===== src/rtl/fetch_decode_unit_pkg.sv =====
// Shared definitions for the accumulator processor's fetch/decode stage:
// opcode values, FSM state encoding and instruction field widths.
package fetch_decode_unit_pkg;

  localparam int OPW  = 3;
  localparam int IMMW = 5;

  localparam logic [2:0] OP_PASSA = 3'b000;
  localparam logic [2:0] OP_SUB   = 3'b001;
  localparam logic [2:0] OP_PASSB = 3'b010;
  localparam logic [2:0] OP_ADD   = 3'b011;
  localparam logic [2:0] OP_NAND  = 3'b100;
  localparam logic [2:0] OP_JMP   = 3'b101;
  localparam logic [2:0] OP_JZ    = 3'b110;
  localparam logic [2:0] OP_JC    = 3'b111;

  localparam logic [2:0] IDLE   = 3'd0;
  localparam logic [2:0] FETCH  = 3'd1;
  localparam logic [2:0] DECODE = 3'd2;
  localparam logic [2:0] EXEC   = 3'd3;
  localparam logic [2:0] HALT   = 3'd4;

  // Opcodes up to NAND are handed straight to the ALU; the rest are jumps.
  function automatic logic is_alu_op(input logic [2:0] op);
    return op <= OP_NAND;
  endfunction

endpackage


===== src/rtl/fetch_decode_unit_prog_mem.sv =====
// Program memory: 2**AW words, synchronous write, asynchronous read.
// Contents are deliberately not reset so a loaded program survives reset.
module fetch_decode_unit_prog_mem #(
  parameter int AW = 5,
  parameter int WW = 8
) (
  input  logic          clk,
  input  logic          i_we,
  input  logic [AW-1:0] i_waddr,
  input  logic [WW-1:0] i_wdata,
  input  logic [AW-1:0] i_raddr,
  output logic [WW-1:0] o_rdata
);

  logic [WW-1:0] r_mem [2**AW];

  always_ff @(posedge clk) begin
    if (i_we) begin
      r_mem[i_waddr] <= i_wdata;
    end
  end

  assign o_rdata = r_mem[i_raddr];

endmodule


===== src/rtl/fetch_decode_unit.sv =====
// Fetch/decode/execute sequencer for the 5-bit accumulator processor.
// Define SINGLE_STEP_EN to add a 'step' input that gates each FETCH.
module fetch_decode_unit
  import fetch_decode_unit_pkg::*;
#(
  parameter int AW = 5,
  parameter int DW = IMMW
) (
  input  logic              clk,
  input  logic              reset,
  input  logic              run,
`ifdef SINGLE_STEP_EN
  input  logic              step,
`endif
  input  logic              prog_we,
  input  logic [AW-1:0]     prog_addr,
  input  logic [OPW+DW-1:0] prog_data,
  input  logic              C,
  input  logic              ZE,
  output logic [2:0]        F,
  output logic [DW-1:0]     operand,
  output logic              enableDB,
  output logic              enableFF,
  output logic              enableR,
  output logic [AW-1:0]     pc,
  output logic              busy,
  output logic              halted
);

  logic [2:0]        r_state;
  logic [AW-1:0]     r_pc;
  logic [OPW+DW-1:0] r_ir;
  logic              r_c;
  logic              r_ze;

  logic [OPW+DW-1:0] w_memRd;
  logic              w_memWe;
  logic [2:0]        w_op;
  logic [DW-1:0]     w_imm;
  logic [AW-1:0]     w_immAddr;
  logic [AW-1:0]     w_pcMinus1;
  logic              w_isAlu;
  logic              w_taken;
  logic              w_haltIdiom;
  logic              w_fetchGo;
  logic              w_active;

  // The program can only be rewritten while nothing is executing.
  assign w_memWe = prog_we && ((r_state == IDLE) || (r_state == HALT));

  fetch_decode_unit_prog_mem #(
    .AW (AW),
    .WW (OPW + DW)
  ) u_prog_mem (
    .clk     (clk),
    .i_we    (w_memWe),
    .i_waddr (prog_addr),
    .i_wdata (prog_data),
    .i_raddr (r_pc),
    .o_rdata (w_memRd)
  );

`ifdef SINGLE_STEP_EN
  assign w_fetchGo = step;
`else
  assign w_fetchGo = 1'b1;
`endif

  assign w_op       = r_ir[OPW+DW-1:DW];
  assign w_imm      = r_ir[DW-1:0];
  assign w_immAddr  = AW'(w_imm);
  assign w_pcMinus1 = r_pc - AW'(1);
  assign w_isAlu    = is_alu_op(w_op);
  assign w_taken    = (w_op == OP_JMP) || ((w_op == OP_JZ) && r_ze) || ((w_op == OP_JC) && r_c);
  // pc already points past the instruction in EXEC, so "jump to self" is pc-1.
  assign w_haltIdiom = (w_op == OP_JMP) && (w_immAddr == w_pcMinus1);

  always_ff @(posedge clk or negedge reset) begin
    if (!reset) begin
      r_state <= IDLE;
      r_pc    <= '0;
      r_ir    <= '0;
      r_c     <= 1'b0;
      r_ze    <= 1'b0;
    end else begin
      case (r_state)
        IDLE: begin
          if (run) r_state <= FETCH;
        end
        FETCH: begin
          if (w_fetchGo) begin
            r_ir    <= w_memRd;
            r_pc    <= r_pc + AW'(1);
            r_c     <= C;
            r_ze    <= ZE;
            r_state <= DECODE;
          end
        end
        DECODE: r_state <= EXEC;
        EXEC: begin
          if (!w_isAlu && w_taken) r_pc <= w_immAddr;
          if (w_haltIdiom)  r_state <= HALT;
          else if (run)     r_state <= FETCH;
          else              r_state <= IDLE;
        end
        HALT: begin
          if (!run) r_state <= IDLE;
        end
        default: r_state <= IDLE;
      endcase
    end
  end

  // Outputs depend only on state and ir, never on run/C/ZE.
  assign w_active = (r_state == DECODE) || (r_state == EXEC);
  assign F        = (w_active && w_isAlu) ? w_op : OP_PASSA;
  assign operand  = w_active ? w_imm : '0;
  assign enableDB = w_active && w_isAlu;
  assign enableFF = (r_state == EXEC) && w_isAlu;
  assign enableR  = (r_state == EXEC) && w_isAlu;
  assign pc       = r_pc;
  assign busy     = (r_state == FETCH) || w_active;
  assign halted   = (r_state == HALT);

endmodule


===== config.mk =====
export PLATFORM = sky130hd
export DESIGN_NAME = fetch_decode_unit
export DESIGN_NICKNAME = d
export VERILOG_FILES = /design/src/rtl/fetch_decode_unit_pkg.sv /design/src/rtl/fetch_decode_unit_prog_mem.sv /design/src/rtl/fetch_decode_unit.sv
export SDC_FILE = /design/constraint.sdc
export NUM_CORES = 1
export LEC_CHECK = 0
export CORE_MARGIN = 5
export CORE_UTILIZATION = 40
export CTS_CLUSTER_SIZE = 20
export DETAILED_ROUTE_END_ITERATION = 7
export GPL_TIMING_DRIVEN = 0
export PLACE_DENSITY = 0.63
export SYNTH_ARGS = -nofsm -noshare
export SYNTH_HDL_FRONTEND = slang
export SYNTH_SLANG_ARGS = --single-unit

===== constraint.sdc =====
create_clock -name clk -period 2.4 [get_ports clk]
set_clock_uncertainty 0.15 [all_clocks]
set_input_delay 0.48 -clock clk [delete_from_list [all_inputs] [get_ports clk]]
set_output_delay 0.48 -clock clk [all_outputs]
set_load 0.02 [all_outputs]

# == Word-level counts from Yosys, hierarchy flattened ==
# Memories as Yosys holds them, arrays and structs flattened. A register that Yosys moved wholly into a read port is not among the register bits.
# Index checks and enable logic that the tools add are counted.
# op_classes
eq_ne,11
order_cmp,1
reduce_logical,18
addsub,2
muxes,11
# op_table
cell,count
case mux 3 bit (5 select lines),1
equality test 3 bit (second input constant),4
2-to-1 mux 3 bit,4
2-to-1 mux 5 bit,2
case mux 5 bit (2 select lines),1
logical AND 1 bit,7
equality test 3 x 2 -> 1 bit (second input constant),2
inequality test 2 bit (second input constant),3
adder 5 x 1 -> 5 bit (second input constant),1
equality test 5 bit,1
logical OR 1 bit,5
subtractor 5 x 1 -> 5 bit (second input constant),1
AND reduction 2 bit,2
equality test 3 x 1 -> 1 bit (second input constant),1
<= comparator 3 bit (second input constant),1
zero test 3 bit,1
2-to-1 mux 1 bit,3
zero test 1 bit,2
nonzero test 2 bit,1
# totals
ramBits,256
elab_cells,48
reg_bits,10
memories,1
# mem_list
name,words,word_bits,rd,rd_ports_with_merged_regs,write_ports,line,source
u_prog_mem.r_mem,32,8,1,1,1,fetch_decode_unit_prog_mem.sv:15,logic [WW-1:0] r_mem [2**AW];

# == Longest topological paths before layout ==
# Gate-level depths: netlist (run 1).
# logic_depth
depth_word,7
depth_mapped,12
mapped_depth_nobuf,7

# == Hierarchy ==
# Synthesis (run 1) repeated with hierarchy kept, for this count alone.
# hier_totals
cells_unflattened,514
area_unflattened_um2,10963.0
# by_module_without_submodules
module,cells_each,instances,area_per_inst_um2
fetch_decode_unit_prog_mem,409,1,9893.2
fetch_decode_unit,105,1,1069.8

# == Worst setup path before layout (run 1) ==
# No wires, ideal clock.
# synth_path
path_kind,reg2reg
start,"register r_pc[0], in the netlist pc[0]"
end,register r_state[0]
stages_incl_launch_ff,13
setup_time_ns,0.142
arrival_ns,2.145
t_required_ns,2.108
setup_slack_ns,-0.037
synth_period_minus_slack_ns,2.437
path_buffers,5
cell_sequence,dfrtp_1 buf_6 buf_6 buf_6 buf_6 buf_6 inv_1 ha_1 xnor2_1 nor3_1 nand4_1 nand2_1 a211oi_1
# synth_via
elab_chain_len,5
# synth_lines
item,line,source
from (decl),fetch_decode_unit.sv:31,logic [AW-1:0] r_pc;
from (signal assigned),fetch_decode_unit.sv:93,r_pc <= r_pc + AW'(1);
from (signal assigned),fetch_decode_unit.sv:101,if (!w_isAlu && w_taken) r_pc <= w_immAddr;
subtractor 5 x 1 -> 5 bit,fetch_decode_unit.sv:72,assign w_pcMinus1 = r_pc - AW'(1);
equality test 5 bit,fetch_decode_unit.sv:76,assign w_haltIdiom = (w_op == OP_JMP) && (w_immAddr == w_pcMinus1);
logical AND 1 bit,fetch_decode_unit.sv:76,
2-to-1 mux 3 bit,fetch_decode_unit.sv:102,if (w_haltIdiom) r_state <= HALT;
case mux 3 bit (5 select lines),fetch_decode_unit.sv:86,case (r_state)
to (signal assigned),fetch_decode_unit.sv:88,if (run) r_state <= FETCH;
to (signal assigned),fetch_decode_unit.sv:102,
to (signal assigned),fetch_decode_unit.sv:103,else if (run) r_state <= FETCH;
to (decl),fetch_decode_unit.sv:30,logic [2:0] r_state;
# No other way between the ends.
# A chain may end at the register's enable or synchronous reset.

# == Worst setup path in the final report (run 1) ==
# Ends and elaborated chain as after synthesis.

==> flow_summary.ini, run 1 <==
[placed_design]
place_ws_ps = -672
place.gp.congestion = 0.846
dp_cells = 1037
post-dp-hpwl_um = 16600
placed_cell_area_um2 = 12000
portBuffers = 36

[routing]
vias = 5960
wl_per_cell_um = 22.9
detail-route-antenna-nets = 0
wl_um = 25200
drc = 0
first_pass_iters = 5
vias_per_cell = 5.41
drtIter0Drc = 499

[power]
swShare = 0.314
p_switching_mw = 4.61
p_leak_nw = 4.32
powerDensity_nw_per_um2 = 1110
p_comb_frac = 0.329
p_seq_frac = 0.383
ir_drop_v = 0.000498
p_int_mw = 10.1
p_clk_frac = 0.288
total_power_mw = 14.7

[clocking]
cts_made_buffers = 27
clk_pin_slew_ps = 60
cts_tree = yes
cts-root-buf = clkbuf_16
cts_sinks = 274
htree_levels = 1
worstSkewPairLatency_ps = 540
hold_buffers = 0
clk_path_buf_depth = 3

[timing]
hold_viol = 0
worst_slew_margin_rel = 0.0958
rsz0062_at_grt = true
whs_ps = 279
tightest_slew_ps = 1350
fmaxAchievable_mhz = 416
period_minus_slack_ps = 2400
min_period_over_period = 1.00
slew_viol_final = 0
finalSetupTns_ps = -3.95
finalWorstSetupSlack_ps = -3.95
setup_viol_count_final = 1

[grt]
grt_max_degree = 33
grt_pass1_vias = 6215
antenna_found_initial = 2
gr-total-overflow = 0
grtUsageMet1 = 0.209
grt.total_usage = 0.160
grtUsageMet2 = 0.275
use_met3 = 0.0320
grt_pass1_wl_um = 37400
busiest_layer = met2

[setup_path]
worstPathArrival_ps = 2700
end_kind = register
slowest_stage = dfrtp_2
cp.required_ps = 2690
crit_type = reg -> reg
crit_chain = buf_12 > buf_16 > buf_6 > buf_6 > inv_1 > ha_1 > nor3b_1 > xnor2_1 > nand4_1 > nand2_1 > a211oi_1
critPathMaxStageDelay_ps = 430
start_kind = register
worst_path_most_repeated_cell = buf_6
crit_fanout = 10

[yosys]
yosysWarnings = 0
synth_nets = 644
synth_flop_cell = edfxtp_1
synth_area_leaders = edfxtp_1, mux4_2, mux2i_1, dfrtp_1, nor2_1
synthArstFlopShare = 0.0657
yosysSeqAreaShare = 0.732
synth_cells = 623
yosysTopAreaCell = edfxtp_1
ys_ff_latch = 274
synth_area_um2 = 11100
synth-edff-count = 256
synth_cell_types = 48
syn_area_per_cell_um2 = 17.8
yosysTopAreaCellShare = 0.692

[floorplanning]
fp.dieW_um = 177
pin_count = 37
core_area_um2 = 27600
die_h_um = 177
num_rows = 61
dieArea_um2 = 31200
start_util = 0.402

[outcome]
violations = setup timing
status = finished, violations left

[run]
maxCapViolations = 0

[min_path]
hold_class = in -> async

[layout]
finalNetCount = 724
antennaDiodeCount = 0
synthToLayoutAreaGrowth_pct = 19.4
mostFrequentLayoutCell = edfxtp_1
drive_gt1_frac = 0.262
final_cell_area_um2 = 13300
fin_util = 0.481
final_cell_mix = edfxtp_1, mux2i_1, mux4_2, nor2_1, clkbuf_16
stdcell_count = 1102
-- final cells by class --
type                    count  area [um^2]
plain buffers              32          273
clock buffers              32          694
clock inverters            18          198
fillers                  2322        14400
inverters                   3         11.3
multi-input cells         312         3010
flip-flops and latches    274         8140
well taps                 378          473
repair buffers             53          483
-- cells by family (layout without fill, tap and decap cells) --
kind of cell	count (synthesis)	in the layout	synth area share
buffers and inverters	37	138	0.0205
AOI/OAI and AO/OA	69	69	0.0443
muxes	103	103	0.135
adders and majority gates	2	2	0.00225
DFF	274	274	0.732
xor gates and xnor gates	9	9	0.00709
and+or+nand+nor	129	129	0.0585
-- timing repair --
action / in CTS / in global routing
gates cloned: 0 / 0
endpoints found under the setup margin: 277 / 245
buffers inserted: 8 / 9
pin swaps: 1 / 3
gates resized for setup: 93 / 48
-- synth_stat cells, types with 6 or more instances --
cell type    n
edfxtp_1   256
o21ai_0      6
nand3b_1     7
clkbuf_1    12
mux4_2      32
buf_2       10
mux2_2       6
xnor2_1      6
a221oi_1     6
and2_1       8
nand2_1      9
o22ai_1     20
or3_1        8
a21oi_1      8
a31oi_1      7
nor2_1      60
nor3_1       8
mux2i_1     61
dfrtp_1     18
-- routing by layer --
layer,up-vias,part of all wire,routed length (um)
li1,2672,-,-
met1,3043,0.42,10500
met2,206,0.50,12600
met3,35,0.068,1720
met4,4,0.017,422
met5,-,0.0011,27
-- critical path: cells and delay by family (launching register included) --
kind / cells / cell delay, ps
AOI/OAI and AO/OA: 1 / 240
xor gates and xnor gates: 1 / 120
adders and majority gates: 1 / 180
buffers and inverters: 5 / 670
DFF: 1 / 430
and+or+nand+nor: 3 / 520
-- power by group through the flow --
stage | clock, mW | combinational [mW] | sequential (mW)
after CTS | 4.28 | 4.68 | 5.61
after global placement | 0 | 4.40 | 5.69
final | 4.23 | 4.83 | 5.63
after detailed placement | 0 | 4.48 | 5.70
after floorplan | 0 | 3.05 | 5.68
after global routing | 4.51 | 5.16 | 5.65
-- sequential cells by signal, indices dropped and copies added (netlist names) --
register and flops:
u_prog_mem.r_mem 256, r_ir 8, r_ze 1, pc 5, r_state 3, r_c 1
-- final timing paths --
kind / start / to / slack, ps / cells after the start
min: reset / pc[4] / 280 / 1
min reg2reg: r_ze / r_ze / 370 / 1
max reg2reg: pc[0] / r_state[0] / -4 / 11
min in group clk: r_ze / r_ze / 370 / 1
max in group asynchronous: reset / pc[0] / 1220 / 1
max: pc[0] / r_state[0] / -4 / 11
Power figures use the tool's default switching activity.
==> inputs of run 2 (changes only) <==
--- a/config.mk
+++ b/config.mk
@@ -13,4 +13,5 @@
 export PLACE_DENSITY = 0.63
 export SYNTH_ARGS = -nofsm -noshare
 export SYNTH_HDL_FRONTEND = slang
+export SYNTH_HIERARCHICAL = 1
 export SYNTH_SLANG_ARGS = --single-unit
==> flow_summary.ini, run 2 <==
[grt]
antenna_found_initial = 0
grt_max_degree = 33
grt.total_usage = 0.147
gr-total-overflow = 0
grt_pass1_wl_um = 34400
grt_pass1_vias = 5473

[layout]
finalNetCount = 623
multi_input_area_um2 = 2940
synthToLayoutAreaGrowth_pct = 21.2
top_register = u_prog_mem/r_mem
final_cell_area_um2 = 13300
drive_gt1_frac = 0.383
regArea_um2 = 8140
antennaDiodeCount = 0
largest_register_ffs = 256
mostFrequentLayoutCell = edfxtp_1
final_cell_mix = edfxtp_1, mux4_2, clkbuf_16, buf_4, clkdlybuf4s50_1
fin_util = 0.493
fillers = 2117

[floorplanning]
dieArea_um2 = 30800
pin_count = 37
num_rows = 60
die_h_um = 176
start_util = 0.407
core_area_um2 = 27000
fp.dieW_um = 176

[clocking]
hold_buffers = 0
cts_sinks = 274
clk_pin_slew_ps = 60
htree_levels = 1
cts_tree = yes
clk_path_buf_depth = 3
cts-root-buf = clkbuf_16
worstSkewPairLatency_ps = 530
cts_made_buffers = 28

[routing]
drtIter0Drc = 406
wl_per_cell_um = 23.4
detail-route-antenna-nets = 0
top_layer_used = met4
wl_met1_um = 9650
wl_um = 22500
first_pass_iters = 4
wl_met3_um = 1580
vias = 5223
drc = 0
wl_met2_um = 10900
vias_per_cell = 5.43

[yosys]
synth_cell_types = 36
yosysTopAreaCellShare = 0.701
synth_area_leaders = edfxtp_1, mux4_2, dfrtp_1, mux2_2, nor2_1
synth_area_um2 = 11000
synth_cells = 514
synth-edff-count = 256
yosysSeqAreaShare = 0.742
yosysTopAreaCell = edfxtp_1
ys_ff_latch = 274
yosysMostFrequentCell = edfxtp_1
synth_nets = 535
synth_flop_cell = edfxtp_1
synthArstFlopShare = 0.0657
syn_area_per_cell_um2 = 21.3
yosysWarnings = 6
synth_common_cells = edfxtp_1, mux4_2, nor2_1

[setup_path]
end_kind = register
r2r_start = pc[0]
critPathMaxStageDelay_ps = 560
crit_fanout = 10
slowest_stage = mux4_2
r2r_cells = 6
crit_chain = buf_12 > buf_12 > mux4_2 > mux4_2 > mux2_4 > mux2_4
cp.required_ps = 2670
worstPathArrival_ps = 2910
r2r_end = r_ir[4]
start_kind = register
r2r_slack_ps = -250
crit_type = reg -> reg

[min_path]
hold_class = in -> async

[power]
powerDensity_nw_per_um2 = 1140
ir_drop_v = 0.000502
p_leak_nw = 4.29

[placed_design]
placed_cell_area_um2 = 11800
post-dp-hpwl_um = 14900
place.gp.congestion = 0.793
portBuffers = 36

[timing]
setup_viol_count_final = 8
finalWorstSetupSlack_ps = -245
tightest_slew_ps = 1280
period_minus_slack_ps = 2650
worst_slew_margin_rel = 0.142
min_period_over_period = 1.10
fmaxAchievable_mhz = 378
rsz0062_at_grt = true
slew_viol_final = 0
hold_viol = 0

[outcome]
status = finished, violations left
violations = setup timing

[run]
maxCapViolations = 0
run 2: changes by cell type after synthesis, moves of 7 or more:
cell / change
or3_1: -7
nor3_1: -7
o22ai_1: -20
mux2_2: +12
nor2_1: -20
mux2i_1: -61
mux4_2: +48
run 2: worst max-delay path by stage:
| stage | startpoint | to | slack, ps |
|---|---|---|---|
| finish | pc[0] | r_ir[4] | -250 |
| global route | pc[0] | r_ir[0] | -300 |
| CTS | pc[0] | r_ir[2] | -280 |
| detailed placement | prog_we | u_prog_mem/r_mem[8][0] | -800 |
| global placement | prog_we | u_prog_mem/r_mem[8][0] | -720 |
| floorplan | pc[0] | r_ir[0] | -150 |
run 2: where the power goes:
part | total (mW) | switching [mW] | internal [mW]
logic | 5.22 | 2.38 | 2.84
registers | 5.64 | 0.213 | 5.43
clock network | 4.29 | 1.68 | 2.61
total | 15.1 | 4.27 | 10.9
run 2: logic make-up (layout without fill, tap and decap cells):
logic type,after synthesis,in the layout,share of synthesized area
multiplexers,98,98,0.183
AO/OA/AOI/OAI,16,16,0.00970
XOR/XNOR,9,9,0.00719
AND/OR/NAND/NOR,87,87,0.0419
adder cells (fa/ha/maj),2,2,0.00228
buffers and inverters,28,135,0.0138
flip-flops,274,274,0.742
run 2: per-layer routing:
layer  up-vias  GRT usage
met4         0     0.0286
li1       2302          -
met5         -          0
met1      2744      0.211
met2       159      0.240
met3        18     0.0291
run 2: critical path, delay by kind of cell, from the launching register on:
| family | cells | cell delay [ps] |
|---|---|---|
| flip-flops | 1 | 400 |
| buffers and inverters | 2 | 320 |
| multiplexers | 4 | 1640 |
run 2: area by class of cell:
type / count / share of cell area
Timing Repair Buffer: 59 / 0.0441
Inverter: 2 / 0.000565
Sequential cell: 274 / 0.613
Tap cell: 341 / 0.0321
Multi-Input combinational cell: 212 / 0.221
Buffer: 25 / 0.0207
Clock buffer: 34 / 0.0560
Clock inverter: 15 / 0.0128
run 2: what timing repair did:
action | 4_1_cts | 5_1_grt
gates cloned | 0 | 2
buffers inserted | 9 | 12
resized for setup | 102 | 28
pin swaps | 5 | 3
endpoints found under the setup margin | 277 | 214
run 2: metrics by stage:
step	setup slack [ps]	setup TNS, ps	hold WS [ps]	cells	total power, mW
finish	-245	-1810	278	962	15.1
global route	-301	-2280	359	962	15.8
CTS	-277	-18200	298	948	15.1
detailed placement	-801	-123290	356	891	10.5
global placement	-721	-112480	340	891	10.5
floorplan	-154	-1230	34.4	514	9.10
